--- src/rtl/mux4_scan_sequencer_pkg.sv ---
// Shared types and constants for the 4:1 mux scan sequencer.
// Select codes follow the mux wiring: 00->A, 01->B, 10->C, 11->D.
package mux4_scan_sequencer_pkg;

  typedef enum logic [1:0] {
    IDLE,
    SETTLE,
    VALID
  } state_t;

  localparam logic [1:0] SEL_A = 2'b00;
  localparam logic [1:0] SEL_B = 2'b01;
  localparam logic [1:0] SEL_C = 2'b10;
  localparam logic [1:0] SEL_D = 2'b11;

  localparam int DEFAULT_SETTLE_CYCLES = 4;

endpackage

--- src/rtl/mux4_scan_sequencer_settle_counter.sv ---
// Loadable down-counter that parks at zero and flags it.
// A load always takes priority over counting.
module settle_counter #(
  parameter int CNT_W = 8
) (
  input  logic             clk,
  input  logic             rst_n,
  input  logic             load,
  input  logic             enable,
  input  logic [CNT_W-1:0] load_value,
  output logic             zero
);

  logic [CNT_W-1:0] count;

  always_ff @(posedge clk or negedge rst_n) begin
    if (!rst_n) begin
      count <= '0;
    end else if (load) begin
      count <= load_value;
    end else if (enable && (count != '0)) begin
      count <= count - 1'b1;
    end
  end

  assign zero = (count == '0);

endmodule

--- src/rtl/mux4_scan_sequencer.sv ---
// Steps the mux selects through A..D, samples out1 on the last settle clock
// of each select and presents the packed {D,C,B,A} word on valid/ready.
module mux4_scan_sequencer
  import mux4_scan_sequencer_pkg::*;
#(
  parameter int SETTLE_CYCLES = DEFAULT_SETTLE_CYCLES,
  parameter int CNT_W         = 8
) (
  input  logic       clk,
  input  logic       rst_n,
  input  logic       start,
  input  logic       abort,
  input  logic       mux_in,
  output logic       S1,
  output logic       S0,
  output logic       busy,
  output logic       valid,
  input  logic       ready,
  output logic [3:0] data_o
);

  localparam logic [CNT_W-1:0] RELOAD = CNT_W'(SETTLE_CYCLES - 1);

  state_t     state;
  logic [1:0] sel;
  logic       cnt_load;
  logic       cnt_enable;
  logic       cnt_zero;

  // Reload on scan start and on every select step except the final one.
  always_comb begin
    cnt_load = 1'b0;
    case (state)
      IDLE:    cnt_load = start && !abort;
      SETTLE:  cnt_load = !abort && cnt_zero && (sel != SEL_D);
      default: cnt_load = 1'b0;
    endcase
  end

  assign cnt_enable = (state == SETTLE);

  settle_counter #(
    .CNT_W(CNT_W)
  ) u_settle_counter (
    .clk       (clk),
    .rst_n     (rst_n),
    .load      (cnt_load),
    .enable    (cnt_enable),
    .load_value(RELOAD),
    .zero      (cnt_zero)
  );

  always_ff @(posedge clk or negedge rst_n) begin
    if (!rst_n) begin
      state  <= IDLE;
      sel    <= SEL_A;
      busy   <= 1'b0;
      valid  <= 1'b0;
      data_o <= '0;
    end else begin
      case (state)
        IDLE: begin
          if (start && !abort) begin
            state <= SETTLE;
            sel   <= SEL_A;
            busy  <= 1'b1;
          end
        end
        SETTLE: begin
          if (abort) begin
            state <= IDLE;
            sel   <= SEL_A;
            busy  <= 1'b0;
          end else if (cnt_zero) begin
            data_o[sel] <= mux_in;
            if (sel == SEL_D) begin
              state <= VALID;
              busy  <= 1'b0;
              valid <= 1'b1;
            end else begin
              sel <= sel + 2'd1;
            end
          end
        end
        VALID: begin
          // Selects stay parked on D until the word is taken.
          if (ready) begin
            state <= IDLE;
            valid <= 1'b0;
            sel   <= SEL_A;
          end
        end
        default: begin
          state <= IDLE;
          sel   <= SEL_A;
          busy  <= 1'b0;
          valid <= 1'b0;
        end
      endcase
    end
  end

  assign S1 = sel[1];
  assign S0 = sel[0];

endmodule
--- config.mk ---
export PLATFORM = sky130hd
export DESIGN_NAME = mux4_scan_sequencer
export DESIGN_NICKNAME = d
export VERILOG_FILES = /design/src/rtl/mux4_scan_sequencer_pkg.sv /design/src/rtl/mux4_scan_sequencer_settle_counter.sv /design/src/rtl/mux4_scan_sequencer.sv
export SDC_FILE = /design/constraint.sdc
export NUM_CORES = 1
export LEC_CHECK = 0
export ABC_AREA = 0
export CORE_UTILIZATION = 40
export CTS_CLUSTER_DIAMETER = 60
export CTS_CLUSTER_SIZE = 8
export DETAILED_ROUTE_END_ITERATION = 8
export HOLD_SLACK_MARGIN = 0.02
export MAX_ROUTING_LAYER = met4
export PLACE_DENSITY_LB_ADDON = 0.08
export SYNTH_ARGS = -nofsm -noshare
export SYNTH_HDL_FRONTEND = slang
export SYNTH_SLANG_ARGS = --single-unit
--- constraint.sdc ---
create_clock -name clk -period 3.3 [get_ports clk]
set_input_delay 0.66 -clock clk [delete_from_list [all_inputs] [get_ports clk]]
set_output_delay 0.66 -clock clk [all_outputs]
set_load 0.03 [all_outputs]
==> results of run 1 <==
critical path, delay by kind of cell:
family	cells	cell delay [ns]
AND/OR/NAND/NOR	2	0.76
AO/OA/AOI/OAI	1	0.37
buffers and inverters	1	0.44
cell families after synthesis:
group | count (synthesis) | synth area share, %
xor+xnor | 5 | 4.42
fa+ha+maj | 6 | 7.59
flops | 18 | 45.5
simple gates | 37 | 23.8
compound gates | 17 | 11.3
mux | 4 | 4.55
buf+inv | 7 | 2.91
per-stage QoR:
step / hold slack [ns] / power (W) / setup slack [ns] / util, %
after floorplan: 0.364 / 0.000546 / 1.42 / -
after global placement: 0.460 / 0.000614 / 0.927 / 50.3
after detailed placement: 0.464 / 0.000622 / 0.869 / 50.3
after CTS: 0.489 / 0.000737 / 1.20 / 51.3
after global routing: 0.535 / 0.000786 / 0.980 / 51.3
final: 0.483 / 0.000725 / 1.23 / 51.3
registers in the layout, summed over array words and instances (netlist names):
register	count
busy	1
sel	2
valid	1
u_settle_counter.count	8
state	2
data_o	4
final timing paths:
check	start	slack (ns)	to
hold reg to reg	valid	0.48	valid
max in group asynchronous	rst_n	1.95	data_o[0]
min in group asynchronous	rst_n	0.84	busy
setup / recovery	abort	1.23	u_settle_counter.count[2]
hold / removal	valid	0.48	valid
setup reg to reg	u_settle_counter.count[0]	1.25	data_o[3]
power breakdown:
group / switching (W) / leakage, nW / total [W] / internal [W]
Combinational: 0.000148 / 0.266 / 0.000283 / 0.000135
Clock: 0.0000652 / 0.0138 / 0.000108 / 0.0000425
Sequential: 0.0000633 / 0.239 / 0.000335 / 0.000271
Yosys cell counts, types with 2 or more instances:
master    count  area [µm²]
ha_1          6        75.1
dfrtp_1      18         450
or4b_2        2        20.0
nand3_1       4        20.0
a211oi_1      2        15.0
mux2_2        4        45.0
nor3b_2       2        25.0
nand2_1      11        41.3
inv_1         5        18.8
o21ai_0       4        20.0
xnor2_1       5        43.8
nor2_1        7        26.3
a21oi_1       4        20.0
cell type report:
type | instances | area share (%)
clock buffers | 3 | 1.93
flip-flops and latches | 18 | 38.6
well taps | 28 | 3.00
repair buffers | 13 | 11.1
inverters | 5 | 1.61
multi-input cells | 69 | 43.7
metal layers:
metal  up-vias  wire, µm  GRT usage [%]
met3         4        50           3.51
met4         0        51           10.8
met5         -         0              -
li1        361         -              -
met1       338       935           23.0
met2        12       793           26.8
==> flow_summary.yaml, run 1 <==
drt:
  drt.antenna.violating_nets: 0
  routed_wl_um: 1830
  firstDrtPassIters: 4
  drc_errors: 0
  vias: 715
  viasPerCell: 5.26
  drt_iter0_markers: 5
  wl_per_cell_um: 13.5
yosys:
  synth_area_per_cell_um2: 10.5
  ys.flop_type: "dfrtp_1"
  synth_cells: 94
  netlist_area_um2: 990
  synth-edff-count: 0
  ys_types: 33
  yosys_warnings: 0
  synthesis.nets: 106
  synthArstFlopShare_pct: 100
  ys_seq_area_share_pct: 45.5
  synth_seq_cells: 18
timing:
  slew_headroom_pct: 44.4
  skew_ns: 0.00504
  hold_viol: 0
  fin_crit_sh_pct: 62.7
  setup_viol: 0
  min_period_ns: 2.07
  rsz0062_at_grt: "no"
  worst_slew_pin_slew_ns: 0.831
  max_freq_mhz: 483
  maxSlewViolCount: 0
  setup_tns_ns: 0
final_layout:
  area_growth_pct: 18.0
  fin_cells: 136
  n_antenna_cell: 0
  nets: 122
  multi_input_area_um2: 510
  post_route_cells_drive_above_1_share_pct: 16.7
  final_cell_mix: "18 x dfrtp_1, 13 x clkdlybuf4s50_1, 11 x nand2_1"
  design_area_mm2: 0.00117
  seq_area_um2: 450
  layout_commonest_cell: "dfrtp_1"
  fill_cells: 214
die:
  ios: 14
  die_w_um: 51.7
  core_area_mm2: 0.00228
  initial_core_util_pct: 43.5
  die-area_mm2: 0.00268
  dieHeight_um: 51.7
  num_rows: 17
grt:
  grt_usage_pct: 18.1
  grt_pass1_wl_um: 3350
  grt_max_degree: 19
  antenna_found_initial: 0
  grt_overflow: 0
  grt_pass1_vias: 740
worst_hold_path:
  hold_path_class: "reg2reg"
  min_delay_path_depth: 2
worst_setup_path:
  critPathKind: "in2reg"
  path_cells: "clkdlybuf4s50_1, or4b_2, o21ai_1, nor2_1"
  cp_max_fo: 8
  worstPathArrival_ns: 2.23
  endpoint_kind: "flip-flop"
  critPathSlowestCell: "or4b_2"
  worstPathRequired_ns: 3.46
  crit_path_max_incr_delay_ns: 0.65
  rr_worst_depth: 6
  cp-start-kind: "input pin"
clock_tree:
  cts_resized: 0
  cts_root_buf: "clkbuf_4"
  cts_buffers: 3
  h-tree-depth: 1
  cts.path.max_buffers: 2
  clock_sinks: 18
  cts_hold_buf: 0
  clkLatencyLatePin_ns: 0.29
  cts.clk_slew.worst_paths_ns: 0.09
  cts_tree: "done"
  cts_setup_buffers: 0
place:
  gp_congestion: 0.700
  dpl.cell_count: 133
  port_buffers: 13
  placed_area_mm2: 0.00114
  dp_hpwl_um: 1330
run:
  cap_violations: 0
power_and_ir_drop:
  p_per_area_mw_per_mm2: 621
  power.leakage_nw: 0.519
  ir_worst_vdd_mv: 0.375
outcome:
  status: "finished clean"
(Power assumes the default switching activity.)
==> run 2, diff against run 1 <==
==> constraint.sdc (replaced) <==
create_clock -name clk -period 1.8 [get_ports clk]
set_input_delay 0.36 -clock clk [delete_from_list [all_inputs] [get_ports clk]]
set_output_delay 0.36 -clock clk [all_outputs]
set_load 0.03 [all_outputs]
==> run 2 against run 1 <==
  * The flow now finishes with violations (setup timing)
  * Sequential share of layout area shrank 5.5 points
  * Register-to-register slack lost 1.3 ns
  * Global-route usage is 1.5 points higher
  * Worst hold slack lost 0.10 ns
  * First-iteration DRC count is 140% higher
  * Largest power group is now combinational cells
==> flow_summary.yaml, run 2 (synthesis results as in run 1) <==
worst_setup_path:
  worstPathArrival_ns: 2.04
  endpoint_kind: "flip-flop"
  critical_path_depth: 4
  critPathKind: "reg2reg"
  crit_family: "simple AND/OR/NAND/NOR gates"
  rr_worst_depth: 4
  worstPathRequired_ns: 2.04
  path_cells: "buf_6, or4_4, or4b_4, a21oi_2"
  cp-start-kind: "flip-flop"
  critPathSlowestCell: "or4_4"
  cp_max_fo: 4
  crit_buf_inv: 1
  crit_path_max_incr_delay_ns: 0.54
clock_tree:
  cts_hold_buf: 0
  h-tree-depth: 1
  cts_tree: "done"
  clock_sinks: 18
  clkLatencyLatePin_ns: 0.30
  cts.clk_slew.worst_paths_ns: 0.11
  cts_buffers: 3
  cts.path.max_buffers: 2
  cts_root_buf: "clkbuf_4"
final_layout:
  reg_top3: "u_settle_counter.count (8), data_o (4)"
  n_antenna_cell: 0
  nets: 141
  final_cell_mix: "18 x dfrtp_1, 17 x buf_4, 11 x nand2_1, 11 x clkdlybuf4s50_1, 7 x nor2_1"
  largest_reg_flops: 8
  postLayoutCoreUtil_pct: 59.9
  fill_cells: 193
  post_route_cells_drive_above_1_share_pct: 34.4
  top_register: "u_settle_counter.count"
  area_growth_pct: 37.7
  layout_commonest_cell: "dfrtp_1"
grt:
  grt_overflow: 0
  grt_pass1_vias: 883
  antenna_found_initial: 0
  grt_pass1_wl_um: 3720
  grt_max_degree: 19
  grt_usage_pct: 19.6
drt:
  drt.antenna.violating_nets: 0
  routed_wl_um: 2090
  drc_errors: 0
  wl_per_cell_um: 13.4
  drt_iter0_markers: 12
  viasPerCell: 5.10
  firstDrtPassIters: 4
  vias: 796
power_and_ir_drop:
  power.leakage_nw: 0.659
  p_per_area_mw_per_mm2: 1250
  ir_worst_vdd_mv: 0.594
  p_total_w: 0.00170
timing:
  maxSlewViolCount: 0
  min_period_ns: 1.81
  worst_slack_ns: -0.00779
  worst_slew_pin_slew_ns: 0.370
  fin_crit_sh_pct: 100
  slew_headroom_pct: 75.0
  skew_ns: 0.0120
  hold_viol: 0
  setup_viol: 1
  rsz0062_at_grt: "yes"
  setup_tns_ns: -0.00779
  max_freq_mhz: 553
die:
  num_rows: 17
  die_w_um: 51.7
  core_area_mm2: 0.00228
  dieHeight_um: 51.7
  die-area_mm2: 0.00268
  ios: 14
  initial_core_util_pct: 43.5
place:
  dp_hpwl_um: 1520
  place_ws_ns: -0.205
  gp_congestion: 0.752
  port_buffers: 13
run:
  cap_violations: 0
worst_hold_path:
  hold_path_class: "in2async"
outcome:
  status: "finished with violations"
  failed_checks: "setup timing"
[run 2: metal layers]
metal | track usage (%) | part of all wire, % | wire, µm
met5 | - | 0 | 0
met4 | 13.1 | 1.7 | 35
met3 | 4.39 | 2.9 | 60
met2 | 28.6 | 46 | 969
met1 | 24.3 | 49 | 1020
[run 2: final cells by class]
cell class | instances | area, µm² | share of cell area [%]
clock buffer | 4 | 36.3 | 2.66
inverter | 5 | 18.8 | 1.38
multi-input combinational | 69 | 537 | 39.4
sequential | 18 | 450 | 33.1
tap | 28 | 35.0 | 2.57
timing repair buffer | 32 | 285 | 20.9
[run 2: where the power goes]
part	internal (W)	total (W)	switching, W
clock	0.000123	0.000252	0.000129
sequential	0.000497	0.000599	0.000102
combinational	0.000473	0.000846	0.000373
total	0.00109	0.00170	0.000604
[run 2: per-stage QoR]
step           hold WS, ns  area, µm²  cells
5_1_grt              0.406       1360    156
3_3_place_gp         0.466       1260    148
6_report             0.379       1360    156
3_5_place_dp         0.479       1260    148
4_1_cts              0.371       1320    154
2_1_floorplan       0.0644        996     94
[run 2: final timing paths]
kind | from | slack [ns] | end
max | u_settle_counter.count[0] | -0.008 | u_settle_counter.count[7]
min | rst_n | 0.38 | state[1]
max reg2reg | u_settle_counter.count[0] | -0.008 | u_settle_counter.count[7]
min reg2reg | valid | 0.50 | valid
max in group asynchronous | rst_n | 1.21 | sel[1]
min in group clk | valid | 0.50 | valid
[run 2: what timing repair did]
item                       in CTS  in global routing
gates cloned                    0                  0
setup endpoints to repair       2                  7
buffers inserted                2                  2
gates resized for setup         2                 10
pin swaps                       1                  3
[run 2: worst reg2reg max path, delay by kind of cell (launching register included)]
family	cells	cell delay, ns
compound gates	1	0.13
flops	1	0.42
buf+inv	1	0.13
simple gates	2	1.07
==> run 3, diff against run 2 <==
--- a/config.mk
+++ b/config.mk
@@ -6,13 +6,16 @@
 export NUM_CORES = 1
 export LEC_CHECK = 0
 export ABC_AREA = 0
-export CORE_UTILIZATION = 40
+export CELL_PAD_IN_SITES_DETAIL_PLACEMENT = 0
+export CELL_PAD_IN_SITES_GLOBAL_PLACEMENT = 1
+export CORE_UTILIZATION = 37
 export CTS_CLUSTER_DIAMETER = 60
 export CTS_CLUSTER_SIZE = 8
 export DETAILED_ROUTE_END_ITERATION = 8
 export HOLD_SLACK_MARGIN = 0.02
 export MAX_ROUTING_LAYER = met4
 export PLACE_DENSITY_LB_ADDON = 0.08
+export SLEW_MARGIN = 40
 export SYNTH_ARGS = -nofsm -noshare
 export SYNTH_HDL_FRONTEND = slang
 export SYNTH_SLANG_ARGS = --single-unit
==> run 3 against run 2 <==
  * Maximum frequency grew 0.90%
  * Worst setup slack gained 0.016 ns
  * The flow now finishes without violations
  * Final cell count down 1.9%
  * Clock power decreased by 20%
  * Clock-buffer cell count fell by 1
  * Sequential share of layout area is 1.6 points higher
  * Clock skew decreased by 0.0028 ns
  * Utilization down 7.9 points
  * Combinational power down 8.9%
  * Worst hold slack better by 0.011 ns
  * Sequential cell count unchanged
  * Routed wire length fell by 3.4%
==> flow_summary.yaml, run 3 (synthesis results as in run 1) <==
timing:
  maxSlewViolCount: 0
  worst_slack_ns: 0.00827
  hold_ws_ns: 0.389
  skew_ns: 0.00919
  slew_headroom_pct: 75.9
  hold_viol: 0
  max_freq_mhz: 558
  fin_crit_sh_pct: 99.5
  rsz0062_at_grt: "yes"
  worst_slew_pin_slew_ns: 0.357
  setup_viol: 0
  min_period_ns: 1.79
die:
  initial_core_util_pct: 39.6
  dieHeight_um: 53.7
  num_rows: 18
  die_w_um: 53.7
  ios: 14
  die-area_mm2: 0.00289
  core_area_mm2: 0.00250
grt:
  grt-busiest-layer: "met2"
  grt_util_met2_pct: 27.6
  grt_usage_pct: 17.4
  grt_pass1_vias: 801
  met3_usage_pct: 3.39
  antenna_found_initial: 0
  grt_pass1_wl_um: 3440
  grt_overflow: 0
  grt_use_met1_pct: 21.3
  grt_max_degree: 19
worst_hold_path:
  hold_path_class: "in2async"
clock_tree:
  cts_buffers: 3
  cts.clk_slew.worst_paths_ns: 0.11
  cts_root_buf: "clkbuf_4"
  clock_sinks: 18
  clkLatencyLatePin_ns: 0.29
  h-tree-depth: 1
  cts_tree: "done"
  cts.path.max_buffers: 2
final_layout:
  layout_commonest_cell: "dfrtp_1"
  area_growth_pct: 31.4
  multi_input_area_um2: 523
  largest_reg_flops: 8
  final_cell_mix: "18 x dfrtp_1, 15 x buf_4, 11 x nand2_1, 11 x clkdlybuf4s50_1, 7 x nor2_1"
  top_register: "u_settle_counter.count"
  post_route_cells_drive_above_1_share_pct: 29.3
  nets: 137
  n_antenna_cell: 0
  fill_cells: 243
  postLayoutCoreUtil_pct: 52.0
  seq_area_um2: 450
  reg_top3: "u_settle_counter.count (8), data_o (4)"
power_and_ir_drop:
  internal_power_w: 0.000992
  p_comb_share_pct: 49.4
  swShare_pct: 36.4
  p_per_area_mw_per_mm2: 1200
  netSwitchingPower_w: 0.000568
  power_frac_clock_pct: 12.9
  ir_worst_vdd_mv: 0.767
  power.leakage_nw: 0.631
  p_seq_share_pct: 37.7
  p_total_w: 0.00156
worst_setup_path:
  crit_path_start: "u_settle_counter.count[3]"
  endpoint_kind: "flip-flop"
  reg2reg_from: "u_settle_counter.count[3]"
  cp-start-kind: "flip-flop"
  worstPathRequired_ns: 2.02
  critPathKind: "reg2reg"
  worstPathArrival_ns: 2.01
  cp_max_fo: 4
drt:
  drt_iter0_markers: 3
  wl_per_cell_um: 13.2
  drt.antenna.violating_nets: 0
  vias: 754
  firstDrtPassIters: 3
  drc_errors: 0
  viasPerCell: 4.93
  routed_wl_um: 2020
outcome:
  status: "finished clean"
place:
  port_buffers: 13
  gp_congestion: 0.781
  place_ws_ns: -0.230
  dp_hpwl_um: 1500
run:
  cap_violations: 0
-- run 3: cell count changes in the layout (fill, tap and decap cells not counted), sizes merged --
| cell | previous run | this run |
|---|---|---|
| buf | 19 | 15 |
| clkbuf | 4 | 3 |
-- run 3: stage by stage --
step	setup TNS [ns]	std cells	area, µm²
2_1_floorplan	0	94	996
6_report	0	153	1300
3_3_place_gp	-1.26	148	1250
5_1_grt	-0.0521	153	1300
3_5_place_dp	-1.64	148	1250
4_1_cts	0	153	1290
-- run 3: area by class of cell --
type / instances / share of cell area [%]
Multi-Input combinational cell: 69 / 40.2
Timing Repair Buffer: 28 / 19.1
Sequential cell: 18 / 34.6
Tap cell: 30 / 2.89
Inverter: 5 / 1.44
Clock buffer: 3 / 1.73
-- run 3: worst max-delay path, stage by stage (launching register included) --
cell and delay, ns:
dfrtp_1 0.40, or2_1 0.25, or4_4 0.44, or4b_4 0.53
a21oi_2 0.12
-- run 3: power by group through the flow --
| stage | clock network (W) | registers, W | logic (W) |
|---|---|---|---|
| 2_1_floorplan | 0 | 0.000629 | 0.000388 |
| 3_3_place_gp | 0 | 0.000602 | 0.000701 |
| 3_5_place_dp | 0 | 0.000604 | 0.000716 |
| 4_1_cts | 0.000213 | 0.000587 | 0.000765 |
| 5_1_grt | 0.000228 | 0.000599 | 0.000849 |
| 6_report | 0.000202 | 0.000588 | 0.000771 |
-- run 3: path summary, 6_finish.rpt --
path	cells after the start	end	slack (ns)
worst max-delay path	4	u_settle_counter.count[7]	0.008
worst min-delay path	2	state[1]	0.39
worst max register to register	4	u_settle_counter.count[7]	0.008
worst min register to register	2	valid	0.48
max in group asynchronous	2	data_o[0]	1.20
min in group clk	2	valid	0.48
-- run 3: per-layer routing --
metal / routed length, µm / share of wire (%) / vias to the layer above
met5: 0 / 0 / -
li1: - / - / 385
met2: 944 / 47 / 11
met1: 1000 / 50 / 356
met4: 14 / 0.69 / 0
met3: 56 / 2.8 / 2
-- run 3: timing repair --
item / CTS / global route
gates resized for setup: 1 / 5
setup buffers: 2 / 0
pin swaps: 2 / 2
hold buffers: 0 / 0
endpoints found under the setup margin: 2 / 10
